## src/rtl/cdb_arbiter_pkg.sv

```systemverilog
// Shared CDB types and the FU-count default used by the arbiter and the scoreboard.
package cdb_arbiter_pkg;

  localparam int unsigned CDB_NUM_FU  = 4;
  localparam int unsigned CDB_TAG_W   = 8;
  localparam int unsigned CDB_VALUE_W = 32;

  // Result broadcast on the common data bus; opaque to the arbiter.
  typedef struct packed {
    logic [CDB_TAG_W-1:0]   tag;
    logic [CDB_VALUE_W-1:0] value;
  } cdb_entry_t;

endpackage

```

## src/rtl/cdb_fifo.sv

```systemverilog
// Per-FU circular result buffer with registered count and full-based ready.
module cdb_fifo
  import cdb_arbiter_pkg::*;
#(
  parameter int unsigned BUF_DEPTH = 2
) (
  input  logic                           clk,
  input  logic                           rst_n,
  input  logic                           flush,
  input  logic                           wr_en,
  input  cdb_entry_t                     wr_data,
  input  logic                           rd_en,
  output cdb_entry_t                     rd_data,
  output logic [$clog2(BUF_DEPTH+1)-1:0] count,
  output logic                           ready
);

  localparam int unsigned PW = (BUF_DEPTH > 1) ? $clog2(BUF_DEPTH) : 1;
  localparam int unsigned CW = $clog2(BUF_DEPTH + 1);

  cdb_entry_t    mem_q [BUF_DEPTH];
  logic [PW-1:0] wr_ptr_q, wr_ptr_d;
  logic [PW-1:0] rd_ptr_q, rd_ptr_d;
  logic [CW-1:0] count_q, count_d;
  logic          push_c, pop_c;

  function automatic logic [PW-1:0] ptr_inc(input logic [PW-1:0] p);
    return (p == PW'(BUF_DEPTH - 1)) ? '0 : p + PW'(1);
  endfunction

  assign ready   = (count_q != CW'(BUF_DEPTH));
  assign count   = count_q;
  assign rd_data = mem_q[rd_ptr_q];
  assign push_c  = wr_en && ready && !flush;
  assign pop_c   = rd_en && (count_q != '0) && !flush;

  // Pointer and occupancy next-state; flush empties the buffer.
  always_comb begin
    wr_ptr_d = wr_ptr_q;
    rd_ptr_d = rd_ptr_q;
    count_d  = count_q;
    if (flush) begin
      wr_ptr_d = '0;
      rd_ptr_d = '0;
      count_d  = '0;
    end else begin
      if (push_c) wr_ptr_d = ptr_inc(wr_ptr_q);
      if (pop_c)  rd_ptr_d = ptr_inc(rd_ptr_q);
      count_d = count_q + CW'(push_c) - CW'(pop_c);
    end
  end

  // Pointer and occupancy registers.
  always_ff @(posedge clk or negedge rst_n) begin
    if (!rst_n) begin
      wr_ptr_q <= '0;
      rd_ptr_q <= '0;
      count_q  <= '0;
    end else begin
      wr_ptr_q <= wr_ptr_d;
      rd_ptr_q <= rd_ptr_d;
      count_q  <= count_d;
    end
  end

  // Entry storage; contents are only read while count is non-zero.
  always_ff @(posedge clk) begin
    if (push_c) mem_q[wr_ptr_q] <= wr_data;
  end

endmodule

```

## src/rtl/cdb_arbiter.sv

```systemverilog
// Serialises FU completions onto the CDB with round-robin arbitration.
module cdb_arbiter
  import cdb_arbiter_pkg::*;
#(
  parameter int unsigned NUM_FU    = CDB_NUM_FU,
  parameter int unsigned BUF_DEPTH = 2
) (
  input  logic                      clk,
  input  logic                      rst_n,
  input  logic                      flush,
  input  logic [NUM_FU-1:0]         fu_complete_valid,
  input  cdb_entry_t [NUM_FU-1:0]   fu_complete_data,
  output logic [NUM_FU-1:0]         fu_complete_ready,
  output logic                      cdb_valid,
  output cdb_entry_t                cdb_data,
  output logic [$clog2(NUM_FU)-1:0] cdb_grant_fu
);

  localparam int unsigned IW = $clog2(NUM_FU);
  localparam int unsigned CW = $clog2(BUF_DEPTH + 1);

  cdb_entry_t        rd_data_c [NUM_FU];
  logic [CW-1:0]     count_c   [NUM_FU];
  logic [NUM_FU-1:0] rd_en_c;
  logic              gnt_valid_c;
  logic [IW-1:0]     gnt_idx_c;
  logic [IW-1:0]     cand_c;

  logic [IW-1:0]     rr_ptr_q, rr_ptr_d;
  logic              cdb_valid_q, cdb_valid_d;
  cdb_entry_t        cdb_data_q, cdb_data_d;
  logic [IW-1:0]     cdb_grant_q, cdb_grant_d;

  for (genvar g = 0; g < int'(NUM_FU); g++) begin : g_fifo
    cdb_fifo #(.BUF_DEPTH(BUF_DEPTH)) u_fifo (
      .clk     (clk),
      .rst_n   (rst_n),
      .flush   (flush),
      .wr_en   (fu_complete_valid[g]),
      .wr_data (fu_complete_data[g]),
      .rd_en   (rd_en_c[g]),
      .rd_data (rd_data_c[g]),
      .count   (count_c[g]),
      .ready   (fu_complete_ready[g])
    );
  end

  // First non-empty buffer at or after rr_ptr, wrapping to 0.
  always_comb begin
    gnt_valid_c = 1'b0;
    gnt_idx_c   = '0;
    cand_c      = '0;
    for (int unsigned k = 0; k < NUM_FU; k++) begin
      cand_c = IW'((32'(rr_ptr_q) + k) % NUM_FU);
      if (!gnt_valid_c && (count_c[cand_c] != '0)) begin
        gnt_valid_c = 1'b1;
        gnt_idx_c   = cand_c;
      end
    end
  end

  // Dequeue strobe for the granted buffer; suppressed during flush.
  always_comb begin
    rd_en_c = '0;
    if (gnt_valid_c && !flush) rd_en_c[gnt_idx_c] = 1'b1;
  end

  // Broadcast and round-robin next-state; payload and grant hold when idle.
  always_comb begin
    rr_ptr_d    = rr_ptr_q;
    cdb_valid_d = 1'b0;
    cdb_data_d  = cdb_data_q;
    cdb_grant_d = cdb_grant_q;
    if (flush) begin
      rr_ptr_d = '0;
    end else if (gnt_valid_c) begin
      cdb_valid_d = 1'b1;
      cdb_data_d  = rd_data_c[gnt_idx_c];
      cdb_grant_d = gnt_idx_c;
      rr_ptr_d    = IW'((32'(gnt_idx_c) + 32'd1) % NUM_FU);
    end
  end

  // Output and arbitration registers.
  always_ff @(posedge clk or negedge rst_n) begin
    if (!rst_n) begin
      rr_ptr_q    <= '0;
      cdb_valid_q <= 1'b0;
      cdb_data_q  <= '0;
      cdb_grant_q <= '0;
    end else begin
      rr_ptr_q    <= rr_ptr_d;
      cdb_valid_q <= cdb_valid_d;
      cdb_data_q  <= cdb_data_d;
      cdb_grant_q <= cdb_grant_d;
    end
  end

  assign cdb_valid    = cdb_valid_q;
  assign cdb_data     = cdb_data_q;
  assign cdb_grant_fu = cdb_grant_q;

endmodule

```

## config.mk

```make
export PLATFORM = sky130hd
export DESIGN_NAME = cdb_arbiter
export DESIGN_NICKNAME = d
export VERILOG_FILES = /design/src/rtl/cdb_arbiter_pkg.sv /design/src/rtl/cdb_fifo.sv /design/src/rtl/cdb_arbiter.sv
export SDC_FILE = /design/constraint.sdc
export NUM_CORES = 1
export LEC_CHECK = 0
export CORE_MARGIN = 2
export CORE_UTILIZATION = 35
export DETAILED_ROUTE_END_ITERATION = 12
export MAX_ROUTING_LAYER = met4
export PLACE_DENSITY = 0.61
export SYNTH_ARGS = -nofsm -noshare
export SYNTH_HDL_FRONTEND = slang
export SYNTH_SLANG_ARGS = --single-unit
export TNS_END_PERCENT = 5
```

## constraint.sdc

```tcl
create_clock -name clk -period 10.2 [get_ports clk]
set_input_delay 1.53 -clock clk [delete_from_list [all_inputs] [get_ports clk]]
set_output_delay 1.53 -clock clk [all_outputs]
set_load 0.01 [all_outputs]
```

==> results by group, run 1 <==
Route
  – Wire per inst: 23.9 microns
  – Routed met3 length: 2310 microns
  – DR DRC count: 0
  – Top sig layer: met4
  – Initial DRC Count: 727
  – M1 WL: 16,800 microns
  – Detailed-route via count: 8,682
  – Drt via density: 5.10
  – DRT Wirelength: 40,600 microns
  – Met2 routed WL: 20,700 microns
  – Initial DRT Pass Iterations: 5
  – Final ANT Viol Nets: 0

CTS
  – # H-tree levels: 2
  – Post-CTS sizing: 0
  – CTS Hold Buffers Added: 0
  – CTS Buf Count: 42
  – Setup bufs post-CTS: 0
  – Root buf cell: clkbuf_16
  – Longest Clk Path Bufs: 3
  – Clock sink count: 381
  – CTS tree: built
  – Later-pin clock latency in the skew report: 0.55 ns
  – Clk slew on worst S/H paths: 0.05 ns

GRT
  – Total GRT Usage: 0.185
  – Initial antenna violation count: 1
  – Total gr overflow: 0
  – Pin count of the biggest net entering global routing: 62
  – First-pass GRT wire length: 58,800 microns
  – Vias in the first global route: 8,876

Worst setup path
  – Crit Reg-Reg Startpoint: g_fifo[0].u_fifo.count[1]
  – Element type at the critical path end: flop
  – FF-to-FF path depth: 13
  – Reg2Reg Capture Point: g_fifo[0].u_fifo.count[1]
  – Crit path max fanout: 41
  – CP cell instances: o21a_1, o21ai_4, and3_4, clkinv_2, ha_1, o21ai_0, nor2_1, ha_1, inv_1, ha_1, xor2_1, xnor2_1, nor2_1
  – WS Path Type: reg -> reg
  – CP max stage cell: o21ai_4
  – R2R Setup Slk: 5.91 ns
  – Element type at the critical path start: flop
  – Slowest cell delay on critical path: 0.91 ns
  – Critical Path RT: 10.62 ns
  – CP dominant cell by count: ha_1
  – Worst EP arrival: 4.71 ns

Cells and area
  – Nets: 1,264
  – Area growth from synthesis to layout: 27.0%
  – Layout cells sized above 1: 0.122
  – Design Area, Final: 19,400 sq um
  – Final core utilization: 0.450
  – FILL cells: 3,770

Synth
  – Synth Area per Inst: 17.4 sq um
  – Syn_nets: 1,057
  – Post-synth ARST share: 0.160
  – Register area share after synthesis: 0.730
  – Area leader, netlist: edfxtp_1
  – Post-synth EDFFs: 320
  – Synth Warn #: 0
  – Synth top area share: 0.630
  – Cell area after synthesis: 15,300 sq um
  – Main synth FF type: edfxtp_1
  – Distinct cells, synth: 37
  – Synth Instances: 878
  – Top cells by area, synth: edfxtp_1, mux2i_1, dfrtp_1, mux2_2, a221o_1
  – Flops & latches, synth: 381

Floorplanning
  – Row count: 76
  – Initial core utilization: 0.354
  – Die Wd: 213 microns
  – Core ar.: 43,100 sq um
  – Io pins: 214
  – Die footprint: 45,300 sq um
  – Die Ht: 213 microns

Timing
  – Final setup fails: 0
  – Hold Slack: 0.489 ns
  – Final min period: 4.29 ns
  – Final setup TNS: 0 ns
  – Fmax: 233 MHz
  – Slew Limit Fails: 0
  – Final hold violations: 0
  – Clk_skew: 0.0195 ns
  – Slew @ Worst Pin: 1.20 ns
  – Period utilization: 0.420
  – Worst slew margin: 0.195
  – RSZ-0062 raised after global routing: no

Place
  – Post-DP HPWL: 26,700 microns
  – Area after DPL: 18,000 sq um
  – IO Port Bufs: 213
  – Gpl congestion: 0.869

Min path
  – WHS Path Cells: 1
  – Hold Crit Start: cdb_grant_fu[1]
  – Hold EP: cdb_grant_fu[1]
  – Worst Hold Class: reg -> reg

Flow run
  – Max Cap Viol: 0

Pwr
  – Peak supply drop: 0.000176 V
  – Leakage power: 6.94 nW
  – Pwr/cell area: 261 nW/um^2
  – Final Power: 0.00505 W

Status
  – Status: finished, final reports clean
final cells by class:
| type | instances | area (sq um) | area share |
|---|---|---|---|
| Multi-Input combinational cell | 422 | 3840 | 0.198 |
| Inverter | 11 | 42.5 | 0.00219 |
| Clock buffer | 60 | 1170 | 0.0604 |
| Clock inverter | 16 | 214 | 0.0110 |
| Sequential cell | 381 | 11100 | 0.575 |
| Timing Repair Buffer | 227 | 2230 | 0.115 |
| Tap cell | 585 | 732 | 0.0378 |
| Antenna cell | 1 | 2.50 | 0.000129 |
synthesized netlist by cell type (all sizes together) (4+ instances only):
| master | instances |
|---|---|
| edfxtp | 320 |
| mux2i | 161 |
| dfrtp | 61 |
| clkbuf | 43 |
| nand4 | 41 |
| a221o | 40 |
| mux2 | 40 |
| o211a | 40 |
| nor2 | 25 |
| buf | 21 |
| ha | 12 |
| xor2 | 12 |
| inv | 10 |
| nand2 | 10 |
| and2 | 6 |
| nor3 | 5 |
| a21oi | 4 |
| nor2b | 4 |
| xnor2 | 4 |
sequential cells by signal (all words and copies together) (netlist names):
signal,count
cdb_grant_fu,2
cdb_data,40
g_fifo.u_fifo.mem_q,320
g_fifo.u_fifo.wr_ptr_q,4
g_fifo.u_fifo.rd_ptr_q,4
rr_ptr_q,2
g_fifo.u_fifo.count,8
cdb_valid,1
stage by stage:
step / std cells / setup WS [ns]
after floorplan: 878 / 5.19
after global placement: 1626 / 5.89
after detailed placement: 1626 / 5.81
after CTS: 1702 / 5.87
after global routing: 1703 / 5.63
final: 1703 / 5.91
cells by family (layout without fill, tap and decap cells):
kind of cell | Yosys count | after routing | synth area share
muxes | 201 | 201 | 0.135
AOI/OAI and AO/OA | 97 | 97 | 0.0601
xor gates and xnor gates | 16 | 16 | 0.00918
DFF | 381 | 381 | 0.730
and+or+nand+nor | 96 | 96 | 0.0336
other | 0 | 1 | 0
buffers and inverters | 75 | 314 | 0.0225
adders and majority gates | 12 | 12 | 0.00984
metal layers:
| metal | vias to the layer above | track usage |
|---|---|---|
| met1 | 4460 | 0.230 |
| met4 | 0 | 0.0485 |
| met3 | 57 | 0.0340 |
| met2 | 274 | 0.313 |
| li1 | 3891 | - |
| met5 | - | - |
worst max-delay path: cells and delay by family, from the launching register on:
family                     cells  cell delay [ns]
adders and majority gates      3             0.77
xor gates and xnor gates       2             0.31
buffers and inverters          2             0.42
DFF                            1             0.46
and+or+nand+nor                3             0.90
AOI/OAI and AO/OA              3             1.29
worst max-delay path by stage:
stage | startpoint | to | depth (start not counted)
after floorplan | flush | g_fifo[1].u_fifo.mem_q[0][0] | 2
after global routing | g_fifo[0].u_fifo.count[1] | g_fifo[0].u_fifo.count[1] | 13
after detailed placement | flush | cdb_data[2] | 6
final | g_fifo[0].u_fifo.count[1] | g_fifo[0].u_fifo.count[1] | 13
after CTS | g_fifo[0].u_fifo.count[1] | g_fifo[2].u_fifo.count[1] | 13
after global placement | flush | cdb_data[5] | 6
report_power, final:
| part | internal, W | switching, W |
|---|---|---|
| Combinational | 0.000658 | 0.000846 |
| Sequential | 0.00190 | 0.000127 |
| Clock | 0.000925 | 0.000595 |
| Total | 0.00348 | 0.00157 |
cell usage in the layout, fill, tap and decap left out, types with 2 or more instances in the layout:
master / count
o21ai_0: 2
mux2_2: 40
bufinv_16: 5
xnor2_1: 4
dfrtp_2: 4
o211a_1: 40
dfrtp_1: 57
a221o_1: 40
nand2_1: 10
clkinvlp_4: 2
inv_1: 10
and2_1: 2
nand4_1: 41
clkdlybuf4s50_1: 212
clkbuf_1: 14
clkbuf_8: 3
nor2b_1: 4
nor2_1: 25
buf_4: 15
and2_2: 4
mux2i_1: 161
clkbuf_16: 43
o21a_1: 2
o21bai_1: 2
clkinv_1: 3
a21o_1: 2
nor3_2: 4
xor2_1: 12
ha_1: 12
a21oi_1: 3
edfxtp_1: 320
clkinv_2: 5
Power figures use the tool's default switching activity.
==> inputs of run 2 (changes only) <==
PLACE_DENSITY = 0.63   (was 0.61)
clock period = 3.5 ns   (was 10.2 ns; I/O delays follow)
==> run 2 against run 1 <==
  * Largest cell class unchanged
  * Largest power group unchanged
  * Register-to-register slack got worse by 5.6 ns
  * Fmax rose by 34%
  * Cell count up 1.4%
==> results by group, run 2 (synthesis gave the netlist of run 1 again) <==
Status
  – Status: finished, final reports clean

Timing
  – Period utilization: 0.913
  – RSZ-0062 raised after global routing: no
  – Final setup fails: 0
  – Final hold violations: 0
  – Slew Limit Fails: 0
  – Hold Slack: 0.481 ns
  – Worst slew margin: 0.412
  – Final min period: 3.19 ns
  – Clk_skew: 0.0223 ns
  – Slew @ Worst Pin: 0.882 ns
  – Fmax: 313 MHz

Cells and area
  – FF/Latch Area: 11,100 sq um
  – Commonest cells after routing, fill and taps aside: edfxtp_1, clkdlybuf4s50_1, mux2i_1
  – Nets: 1,283
  – Layout cells sized above 1: 0.136
  – FILL cells: 3,731
  – Largest register FFs: 320
  – Final core utilization: 0.454
  – Biggest register: g_fifo.u_fifo.mem_q
  – Finished Layout Cells: 1,727
  – Area growth from synthesis to layout: 28.0%
  – Commonest non-fill, non-tap cell in the layout: edfxtp_1
  – Multi-input logic area: 3840 sq um

Worst setup path
  – Worst path bufs/invs: 2
  – Crit path max fanout: 25
  – Reg2Reg Capture Point: g_fifo[0].u_fifo.count[1]
  – Levels on crit path: 13
  – Slowest cell delay on critical path: 0.45 ns
  – Crit Reg-Reg Startpoint: g_fifo[2].u_fifo.count[1]
  – CP max stage cell: and3_4
  – Critical Path RT: 3.94 ns
  – WS Path Type: reg -> reg
  – R2R Setup Slk: 0.31 ns
  – Element type at the critical path start: flop
  – Element type at the critical path end: flop
  – Top delay family on crit path: simple AND/OR/NAND/NOR gates
  – Worst EP arrival: 3.63 ns
  – Crit path from: g_fifo[2].u_fifo.count[1]
  – FF-to-FF path depth: 13
  – CP cell instances: nor2_1, a211o_1, and3_4, clkinv_2, ha_1, o21ai_0, nor2_1, ha_1, inv_1, ha_1, xor2_1, xnor2_1, nor2_1

CTS
  – Setup bufs post-CTS: 0
  – Later-pin clock latency in the skew report: 0.57 ns
  – Root buf cell: clkbuf_16
  – # H-tree levels: 2
  – Clock sink count: 381
  – Longest Clk Path Bufs: 3
  – Post-CTS sizing: 0
  – CTS Hold Buffers Added: 1
  – Clk slew on worst S/H paths: 0.06 ns
  – CTS Buf Count: 42
  – CTS tree: built

Route
  – Initial DRT Pass Iterations: 5
  – Final ANT Viol Nets: 0
  – DRT Wirelength: 39,600 microns
  – DR DRC count: 0
  – Wire per inst: 22.9 microns
  – Detailed-route via count: 8,527
  – Drt via density: 4.94
  – Initial DRC Count: 574

Pwr
  – Pwr/cell area: 753 nW/um^2
  – Leakage power: 7.04 nW
  – Peak supply drop: 0.000452 V
  – Final Power: 0.0147 W

Min path
  – Worst Hold Class: reg -> reg
  – WHS Path Cells: 1
  – Hold Crit Start: cdb_grant_fu[1]
  – Hold EP: cdb_grant_fu[1]

Floorplanning
  – Die Wd: 213 microns
  – Io pins: 214
  – Initial core utilization: 0.354
  – Core ar.: 43,100 sq um
  – Row count: 76
  – Die footprint: 45,300 sq um
  – Die Ht: 213 microns

Place
  – IO Port Bufs: 213
  – Gpl congestion: 0.891
  – Placed cell count: 1,644
  – Post-DP HPWL: 26,400 microns

GRT
  – Vias in the first global route: 8,977
  – Initial antenna violation count: 5
  – Total gr overflow: 0
  – First-pass GRT wire length: 57,800 microns
  – Pin count of the biggest net entering global routing: 53
  – Total GRT Usage: 0.181

Flow run
  – Max Cap Viol: 0
==> run 2: changes by cell type in the layout (fill, tap and decap cells not counted), sizes merged <==
| cell | previous run | this run |
|---|---|---|
| inv | 11 | 12 |
| bufinv | 5 | 4 |
| clkbuf | 60 | 53 |
| dlygate4sd3 | 0 | 1 |
| clkinv | 9 | 17 |
| buf | 15 | 33 |
| diode | 1 | 6 |
| clkinvlp | 2 | 1 |
==> run 2: layout make-up <==
class	instances	area share
Antenna cell	6	0.000768
Clock buffer	53	0.0569
Clock inverter	23	0.0118
Inverter	11	0.00218
Multi-Input combinational cell	422	0.197
Sequential cell	381	0.570
Tap cell	585	0.0375
Timing Repair Buffer	246	0.124
==> run 2: worst max-delay path by stage <==
| stage | end | slack [ns] |
|---|---|---|
| after detailed placement | g_fifo[0].u_fifo.count[1] | 0.35 |
| final | g_fifo[0].u_fifo.count[1] | 0.31 |
| after floorplan | g_fifo[1].u_fifo.mem_q[0][0] | -0.50 |
| after global placement | g_fifo[2].u_fifo.count[1] | 0.41 |
| after global routing | g_fifo[0].u_fifo.count[1] | 0.03 |
| after CTS | g_fifo[0].u_fifo.count[1] | 0.31 |
==> run 2: stage by stage <==
stage	area [sq um]	setup TNS (ns)	setup WS (ns)
after CTS	19500	0	0.310
after global placement	18200	0	0.414
final	19500	0	0.305
after floorplan	15300	-80.36	-0.503
after detailed placement	18200	0	0.345
after global routing	19500	0	0.0313
==> run 2: metal layers <==
layer | GRT usage | part of all wire | vias to the layer above
met2 | 0.299 | 0.50 | 238
met1 | 0.220 | 0.42 | 4278
met4 | 0.0637 | 0.027 | 0
met5 | - | 0 | -
met3 | 0.0397 | 0.055 | 64
li1 | - | - | 3947
==> run 2: power breakdown <==
part / switching [W] / total (W) / internal, W
Clock: 0.00179 / 0.00434 / 0.00255
Sequential: 0.000379 / 0.00591 / 0.00554
Combinational: 0.00246 / 0.00446 / 0.00200
Total: 0.00463 / 0.0147 / 0.0101
